<file path="src/rtl/counter_modulo_if.sv">
// Signal bundle for counter_modulo: control/data inputs and registered outputs.
// The presc field exists only when COUNTER_PRESCALE_EN is defined.
interface counter_modulo_if #(
  parameter int COUNT_W = 16,
  parameter int PRE_W   = 8
);
  logic               en;
  logic               up_dn;
  logic               load;
  logic [COUNT_W-1:0] load_val;
  logic [COUNT_W-1:0] limit;
`ifdef COUNTER_PRESCALE_EN
  logic [PRE_W-1:0]   presc;
`endif
  logic [COUNT_W-1:0] count;
  logic               overflow;
  logic               underflow;

  modport master (
    output en, up_dn, load, load_val, limit,
`ifdef COUNTER_PRESCALE_EN
    output presc,
`endif
    input  count, overflow, underflow
  );

  modport slave (
    input  en, up_dn, load, load_val, limit,
`ifdef COUNTER_PRESCALE_EN
    input  presc,
`endif
    output count, overflow, underflow
  );
endinterface

</file>
<file path="src/rtl/counter_modulo.sv">
// Up/down modulo counter (0..limit) with wrap or saturate boundaries and load.
// Optional prescaler compiled in with macro COUNTER_PRESCALE_EN.
module counter_modulo #(
  parameter int COUNT_W = 16,
  parameter int MODE    = 0,
  parameter int PRE_W   = 8
) (
  input  logic           clk,
  input  logic           rst,
  counter_modulo_if.slave bus
);

  if (COUNT_W < 2 || COUNT_W > 32 || PRE_W < 1 || MODE < 0 || MODE > 1) begin : g_param_check
    $error("counter_modulo: illegal parameter value");
  end

  logic [COUNT_W-1:0] count_q, count_d;
  logic               overflow_q, overflow_d;
  logic               underflow_q, underflow_d;
  logic               tick;

`ifdef COUNTER_PRESCALE_EN
  logic [PRE_W-1:0]   presc_q, presc_d;
  logic               presc_hit;

  // >= rather than == so a divisor lowered mid-run cannot strand the prescaler.
  assign presc_hit = (presc_q >= bus.presc);
  assign tick      = bus.en && presc_hit;

  always_comb begin
    presc_d = presc_q;
    if (bus.load) begin
      presc_d = '0;
    end else if (bus.en) begin
      presc_d = presc_hit ? '0 : presc_q + 1'b1;
    end
  end

  always_ff @(posedge clk or posedge rst) begin
    if (rst) begin
      presc_q <= '0;
    end else begin
      presc_q <= presc_d;
    end
  end
`else
  assign tick = bus.en;
`endif

  always_comb begin
    count_d     = count_q;
    overflow_d  = 1'b0;
    underflow_d = 1'b0;
    if (bus.load) begin
      count_d = (bus.load_val > bus.limit) ? bus.limit : bus.load_val;
    end else if (tick) begin
      if (bus.up_dn) begin
        if (count_q < bus.limit) begin
          count_d = count_q + 1'b1;
        end else begin
          count_d    = (MODE == 1) ? bus.limit : '0;
          overflow_d = 1'b1;
        end
      end else begin
        if (count_q == '0) begin
          count_d     = (MODE == 1) ? '0 : bus.limit;
          underflow_d = 1'b1;
        end else if (count_q > bus.limit) begin
          // Limit was lowered under a running count: clamp silently.
          count_d = bus.limit;
        end else begin
          count_d = count_q - 1'b1;
        end
      end
    end
  end

  always_ff @(posedge clk or posedge rst) begin
    if (rst) begin
      count_q     <= '0;
      overflow_q  <= 1'b0;
      underflow_q <= 1'b0;
    end else begin
      count_q     <= count_d;
      overflow_q  <= overflow_d;
      underflow_q <= underflow_d;
    end
  end

  assign bus.count     = count_q;
  assign bus.overflow  = overflow_q;
  assign bus.underflow = underflow_q;

endmodule

</file>
<file path="src/flat_wrapper.sv">
// flat-port wrapper written by rule: the top's interface ports become plain ports
module counter_modulo_flat 
#(
  parameter int COUNT_W = 16,
  parameter int MODE    = 0,
  parameter int PRE_W   = 8
)
  (clk, rst, bus_en, bus_up_dn, bus_load, bus_load_val, bus_limit, bus_count, bus_overflow, bus_underflow);
  counter_modulo_if #(.COUNT_W(COUNT_W), .PRE_W(PRE_W)) bus_i ();
  input  logic clk;
  input  logic rst;
  input wire logic [$bits(bus_i.en)-1:0] bus_en;
  input wire logic [$bits(bus_i.up_dn)-1:0] bus_up_dn;
  input wire logic [$bits(bus_i.load)-1:0] bus_load;
  input wire logic [$bits(bus_i.load_val)-1:0] bus_load_val;
  input wire logic [$bits(bus_i.limit)-1:0] bus_limit;
  output wire logic [$bits(bus_i.count)-1:0] bus_count;
  output wire logic [$bits(bus_i.overflow)-1:0] bus_overflow;
  output wire logic [$bits(bus_i.underflow)-1:0] bus_underflow;
  assign bus_i.en = bus_en;
  assign bus_i.up_dn = bus_up_dn;
  assign bus_i.load = bus_load;
  assign bus_i.load_val = bus_load_val;
  assign bus_i.limit = bus_limit;
  assign bus_count = bus_i.count;
  assign bus_overflow = bus_i.overflow;
  assign bus_underflow = bus_i.underflow;
  counter_modulo #(.COUNT_W(COUNT_W), .MODE(MODE), .PRE_W(PRE_W)) u_core (.clk(clk), .rst(rst), .bus(bus_i));
endmodule
</file>
<file path="config.mk">
export PLATFORM = sky130hd
export DESIGN_NAME = counter_modulo_flat
export DESIGN_NICKNAME = d
export VERILOG_FILES = /design/src/rtl/counter_modulo_if.sv /design/src/rtl/counter_modulo.sv /design/src/flat_wrapper.sv
export SDC_FILE = /design/constraint.sdc
export NUM_CORES = 1
export LEC_CHECK = 0
export ABC_CLOCK_PERIOD_IN_PS = 3000
export BUFFER_PORTS_ARGS = -buffer_cell sky130_fd_sc_hd__buf_2
export CAP_MARGIN = 20
export CORE_MARGIN = 2
export CORE_UTILIZATION = 55
export CTS_BUF_LIST = sky130_fd_sc_hd__clkbuf_16
export DETAILED_ROUTE_END_ITERATION = 12
export PLACE_DENSITY = 0.8
export SYNTH_ARGS = -nofsm -noshare
export SYNTH_HDL_FRONTEND = slang
export SYNTH_SLANG_ARGS = --single-unit
</file>
<file path="constraint.sdc">
create_clock -name clk -period 3 [get_ports clk]
set_input_delay 0.6 -clock clk [delete_from_list [all_inputs] [get_ports clk]]
set_output_delay 0.6 -clock clk [all_outputs]
set_load 0.005 [all_outputs]
</file>
==> results of run 1 <==
[per-stage QoR]
step | hold WS [ps] | utilization [%] | area [µm²] | power (W)
after global placement | 662 | 66.5 | 3160 | 0.00114
after floorplan | 539 | - | 2730 | 0.000886
after CTS | 516 | 68.1 | 3240 | 0.00145
after global routing | 570 | 68.1 | 3240 | 0.00157
after detailed placement | 674 | 66.5 | 3160 | 0.00116
final | 485 | 68.1 | 3240 | 0.00147
[worst reg2reg max path, cell delays in order (launching register included)]
cell      delay, ps
dfrtp_1         490
ha_1            360
nand4_1         210
nor3_1          320
nor3b_1         310
buf_4           180
o21ai_1          80
buf_4           190
o21ai_0         210
o221ai_1        130
[how the worst min path moves through the flow]
stage	start	end	slack, ps
floorplan	rst	u_core.bus.count[0]$_DFFE_PP0P_	540
global placement	u_core.bus.count[0]$_DFFE_PP0P_	u_core.bus.count[0]$_DFFE_PP0P_	660
detailed placement	u_core.bus.count[0]$_DFFE_PP0P_	u_core.bus.count[0]$_DFFE_PP0P_	670
CTS	rst	u_core.bus.count[8]$_DFFE_PP0P_	520
global route	rst	u_core.bus.count[10]$_DFFE_PP0P_	570
finish	rst	u_core.bus.count[11]$_DFFE_PP0P_	480
[power by group]
| part | switching [W] | internal [W] |
|---|---|---|
| Sequential | 0.0000780 | 0.000287 |
| Clock | 0.000112 | 0.000176 |
| Combinational | 0.000465 | 0.000350 |
[registers in the layout (all words and copies together), names as in the netlist]
register	cells
u_core.bus.underflow	1
u_core.bus.overflow	1
u_core.bus.count	16
[logic make-up (layout without fill, tap and decap cells)]
family                     count (synthesis)  after routing
AOI/OAI and AO/OA                         93             93
adders and majority gates                 35             35
and+or+nand+nor                          130            130
xor gates and xnor gates                  13             13
buffers and inverters                     47            106
muxes                                     18             18
DFF                                       18             18
[routing by layer]
| metal | vias to the layer above | track usage, % | wire [µm] |
|---|---|---|---|
| li1 | 1449 | - | - |
| met1 | 1416 | 41.3 | 3580 |
| met2 | 158 | 55.9 | 4170 |
| met3 | 20 | 4.74 | 680 |
| met4 | 0 | 9.52 | 183 |
| met5 | - | 0 | 0 |
[cells in the mapped netlist (2+ instances only)]
master	number
ha_1	35
inv_1	26
nor2_1	25
o21ai_0	25
nand2_1	23
nand3_1	21
dfrtp_1	18
a21oi_1	16
mux2i_1	16
nor3_1	14
clkbuf_1	12
nand4_1	9
nor4_1	9
o211ai_1	9
o221ai_1	8
buf_2	7
xor2_1	7
a22oi_1	6
and3_1	6
xnor2_1	6
nor2b_1	5
a211oi_1	4
o21ai_1	4
o31a_1	3
or3_1	3
a211oi_2	2
a2bb2oi_1	2
nand4_2	2
nor3b_1	2
nor4b_1	2
o21bai_1	2
[area by class of cell]
type	count	area, µm²	share of cell area (%)
repair buffers	77	443	13.7
flip-flops and latches	18	450	13.9
clock buffers	3	75.1	2.32
inverters	26	97.6	3.02
multi-input cells	289	2090	64.5
well taps	67	83.8	2.59
[cells in the final DEF (no fill, tap or decap), types with 9 or more instances in the layout]
cell type  netlist  final
a21oi_1         16     16
buf_2            7     54
buf_4            1     23
dfrtp_1         18     18
ha_1            35     35
inv_1           26     26
mux2i_1         16     16
nand2_1         23     23
nand3_1         21     21
nand4_1          9      9
nor2_1          25     25
nor3_1          14     14
nor4_1           9      9
o211ai_1         9      9
o21ai_0         25     25
==> summary.md, run 1 <==
| Metric | Value |
|---|---|
| Buffers on Ports | 54 |
| Worst path depth | 9 |
| RSZ-0062 raised after global routing | no |
| Row cnt | 25 |
| Remaining routing DRC violations | 0 |
| Min-Delay Path Class | input pin to async pin |
| Critical path's largest stage delay | 490 ps |
| Maximum VDD drop | 0.366 mV |
| Area Overhead vs Synth | 18.7% |
| Antenna Cells | 0 |
| WP buf/inv | 2 |
| Simple-gate share of the synthesized area | 26.3% |
| Mapped cell area | 2730 µm² |
| GP Congestion | 0.964 |
| CP arrival | 2740 ps |
| Post-CTS Setup Bufs | 0 |
| DR WL/cell | 17.9 µm |
| Final hold vios | 0 |
| Layout Cells excl Fill | 480 |
| Final net count | 487 |
| Worst-path cell chain | ha_1 -> nand4_1 -> nor3_1 -> nor3b_1 -> buf_4 -> o21ai_1 -> buf_4 -> o21ai_0 -> o221ai_1 |
| Max Cap Viol | 0 |
| CP required | 3120 ps |
| TNS Setup | 0 ps |
| GRT overflow | 0 |
| CP most frequent cell | buf_4 |
| Largest net degree at the start of global routing | 19 |
| Clock-pin transition on the worst setup and hold timing paths | 60 ps |
| Dominant cells by area after synthesis | dfrtp_1 17%, ha_1 16%, mux2i_1 5.9% |
| Top FF cell, synth | dfrtp_1 |
| CTS Hold Bufs | 0 |
| Io pins | 55 |
| Vias in the first global route | 2888 |
| Post-DP HPWL | 6660 µm |
| Top Family by Delay on Critical Path | simple AND/OR/NAND/NOR gates |
| Mapped Nets | 426 |
| Setup ws final | 378 ps |
| WS Path Type | register to register |
| Final min period | 2620 ps |
| Die Ht | 74.4 µm |
| Seq/Total Area, Yosys | 16.5% |
| Critical-path top delay cell | dfrtp_1 |
| RR Startpoint | u_core.bus.count[13]$_DFFE_PP0P_ |
| Drt total wl | 8610 µm |
| Post-synthesis mux area share | 6.84% |
| Fin. max-slew vios | 0 |
| Width of the die | 74.4 µm |
| Post-Synth Adder-Cell Area | 16.1% |
| Starting DRT DRC Count | 275 |
| Pre-antenna DRT Iters | 5 |
| Synth top area share | 16.5% |
| Post-CTS sizing | 0 |
| Largest family of logic cells by synthesized area | simple AND/OR/NAND/NOR gates |
| Antenna-violating nets left | 0 |
| Register-to-register setup slack | 380 ps |
| Clock skew | 3.11 ps |
| Fillers | 427 |
| Worst-Skew Late Latency | 260 ps |
| Die ar. | 5540 µm² |
| Worst Tran Pin Value | 801 ps |
| CTS max path bufs | 2 |
| Cell depth of the worst flop-to-flop path | 9 |
| H-tree depth | 1 |
| Clock Tree Root | clkbuf_16 |
| Initial Util | 57.3% |
| Placed insts | 477 |
| Final setup vio count | 0 |
| Synth Area in Compound Gates | 23.2% |
| DP Worst Slack | 184 ps |
| Distinct cells, synth | 56 |
| Reg-to-Reg End | u_core.bus.count[11]$_DFFE_PP0P_ |
| XOR/XNOR Fraction of Synth Area | 4.18% |
| CTS Buf Count | 3 |
| Worst Path Max Fanout | 9 |
| Initial antenna violation count | 0 |
| Share of cells above drive strength 1 | 22.3% |
| LEAKAGE | 1.53 nW |
| Pwr dens | 454 nW/µm² |
| Final period util | 87.4% |
| CORE AREA | 4750 µm² |
| Vias per cell | 6.34 |
| Critical path capture point type | register |
| CTS Sinks | 18 |
| Post-Syn Instances | 354 |
| Seq cells post-synth | 18 |
| Critical Path Source | u_core.bus.count[13]$_DFFE_PP0P_ |
| FFs w/ async S/R, synth | 100% |
| CTS tree | built |
| Outcome | finished, final reports clean |
| Via count | 3043 |
| Total GRT Usage | 32.2% |
| CP Capture Point | u_core.bus.count[11]$_DFFE_PP0P_ |
| Post-synth EDFFs | 0 |
| Synth warnings | 0 |
| FMAX | 381 MHz |
| CP startpoint kind | register |
| Syn_area_per_cell | 7.70 µm² |
| Worst slew margin | 46.5% |
| Yosys top cell by area | dfrtp_1 |
| First-pass GRT wire length | 13800 µm |
(Power assumes the default switching activity.)
==> run 2: changes to the inputs <==
- CORE_UTILIZATION: 55 -> 57
- PLACE_DENSITY: 0.8 -> 0.82
==> summary.md, run 2 (synthesis gave the netlist of run 1 again) <==
| Metric | Value |
|---|---|
| Switching power share of the total | 44.3% |
| Post-route cell area | 3230 µm² |
| Outcome | finished, final reports clean |
| Antenna-violating nets left | 0 |
| Placed Area | 3150 µm² |
| CTS Hold Bufs | 0 |
| Final hold vios | 0 |
| Starting DRT DRC Count | 259 |
| WS Path Type | register to register |
| Critical path capture point type | register |
| Die Ht | 73.2 µm |
| CTS Buf Count | 3 |
| CTS max path bufs | 2 |
| Sequential share of power | 24.3% |
| Antenna Cells | 0 |
| GP Congestion | 0.934 |
| Final setup vio count | 0 |
| Largest net degree at the start of global routing | 19 |
| Initial antenna violation count | 0 |
| Post-CTS sizing | 0 |
| Via count | 3102 |
| Hold WS | 481 ps |
| Pre-antenna DRT Iters | 5 |
| Most frequent cells in the layout | 54 x buf_2, 35 x ha_1, 26 x inv_1 |
| Pint | 0.000823 W |
| FMAX | 364 MHz |
| CP startpoint kind | register |
| Setup ws final | 252 ps |
| Clock power share | 18.8% |
| Worst Path Max Fanout | 7 |
| Remaining routing DRC violations | 0 |
| H-tree depth | 1 |
| CP required | 3100 ps |
| Vias per cell | 6.63 |
| Final net count | 488 |
| Die ar. | 5350 µm² |
| Final period util | 91.6% |
| CTS tree | built |
| Io pins | 55 |
| GRT overflow | 0 |
| DR WL/cell | 18.7 µm |
| CTS Sinks | 18 |
| Combinational Power Share | 56.9% |
| First-pass GRT wire length | 14000 µm |
| Vias in the first global route | 2868 |
| CP arrival | 2850 ps |
| TNS Setup | 0 ps |
| Buffers on Ports | 54 |
| Maximum VDD drop | 0.276 mV |
| Post-DP HPWL | 6690 µm |
| Final min period | 2750 ps |
| Commonest non-fill, non-tap cell in the layout | buf_2 |
| DP Worst Slack | 85.8 ps |
| CORE AREA | 4660 µm² |
| Total GRT Usage | 33.6% |
| Worst-Skew Late Latency | 250 ps |
| Max Cap Viol | 0 |
| Clock Tree Root | clkbuf_16 |
| Width of the die | 73.2 µm |
| Initial Util | 58.5% |
| Final core utilization | 69.3% |
| Worst Tran Pin Value | 784 ps |
| Clock-pin transition on the worst setup and hold timing paths | 60 ps |
| Fin. max-slew vios | 0 |
| Area Overhead vs Synth | 18.4% |
| P_sw | 0.000655 W |
| LEAKAGE | 1.54 nW |
| Min-Delay Path Class | input pin to async pin |
| Share of cells above drive strength 1 | 22.5% |
| Pwr dens | 458 nW/µm² |
| Drt total wl | 8760 µm |
| Clock skew | 1.99 ps |
| Post-CTS Setup Bufs | 0 |
| Max reg flops | 16 |
| RSZ-0062 raised after global routing | no |
| Row cnt | 25 |
| Worst slew margin | 47.6% |
-- run 2: metrics by stage --
stage               std cells  power, W
CTS                       468   0.00146
finish                    468   0.00148
detailed placement        465   0.00118
global route              468   0.00157
floorplan                 354  0.000886
global placement          465   0.00115
-- run 2: metal layers --
layer | GRT usage [%] | share of wire (%) | vias to the layer above
li1 | - | - | 1455
met1 | 46.4 | 40 | 1435
met2 | 52.3 | 47 | 183
met3 | 3.87 | 9.1 | 29
met4 | 15.4 | 3.8 | 0
met5 | 0 | 0 | -
-- run 2: critical path, stage by stage (launching register included) --
cell and delay [ps]:
dfrtp_1 460, inv_1 140, ha_1 160, nor4b_1 480
nand4_1 210, nor2b_1 180, nand4_1 140, nand2_1 180
a221oi_1 440, o221ai_1 200
-- run 2: path summary, 6_finish.rpt --
path,to,cells past startpoint,start,slack [ps]
worst max-delay path,u_core.bus.count[4]$_DFFE_PP0P_,9,u_core.bus.count[0]$_DFFE_PP0P_,250
worst min-delay path,u_core.bus.overflow$_DFF_PP0_,2,rst,480
worst max register to register,u_core.bus.count[4]$_DFFE_PP0P_,9,u_core.bus.count[0]$_DFFE_PP0P_,250
worst min register to register,u_core.bus.count[0]$_DFFE_PP0P_,2,u_core.bus.count[0]$_DFFE_PP0P_,710
max in group asynchronous,u_core.bus.count[0]$_DFFE_PP0P_,2,rst,2020
min in group clk,u_core.bus.count[5]$_DFFE_PP0P_,3,bus_limit[5],690
-- run 2: final cells by class --
| type | count | area [µm²] |
|---|---|---|
| multi-input combinational | 289 | 2090 |
| fill | 388 | 1430 |
| sequential | 18 | 450 |
| timing repair buffer | 78 | 450 |
| inverter | 26 | 97.6 |
| clock buffer | 3 | 75.1 |
| tap | 54 | 67.6 |
-- run 2: power groups by stage --
stage / sequential [W] / clock [W] / combinational [W]
after global placement: 0.000359 / 0 / 0.000790
after floorplan: 0.000345 / 0 / 0.000541
after global routing: 0.000367 / 0.000289 / 0.000917
after CTS: 0.000357 / 0.000281 / 0.000822
after detailed placement: 0.000362 / 0 / 0.000813
final: 0.000359 / 0.000277 / 0.000842
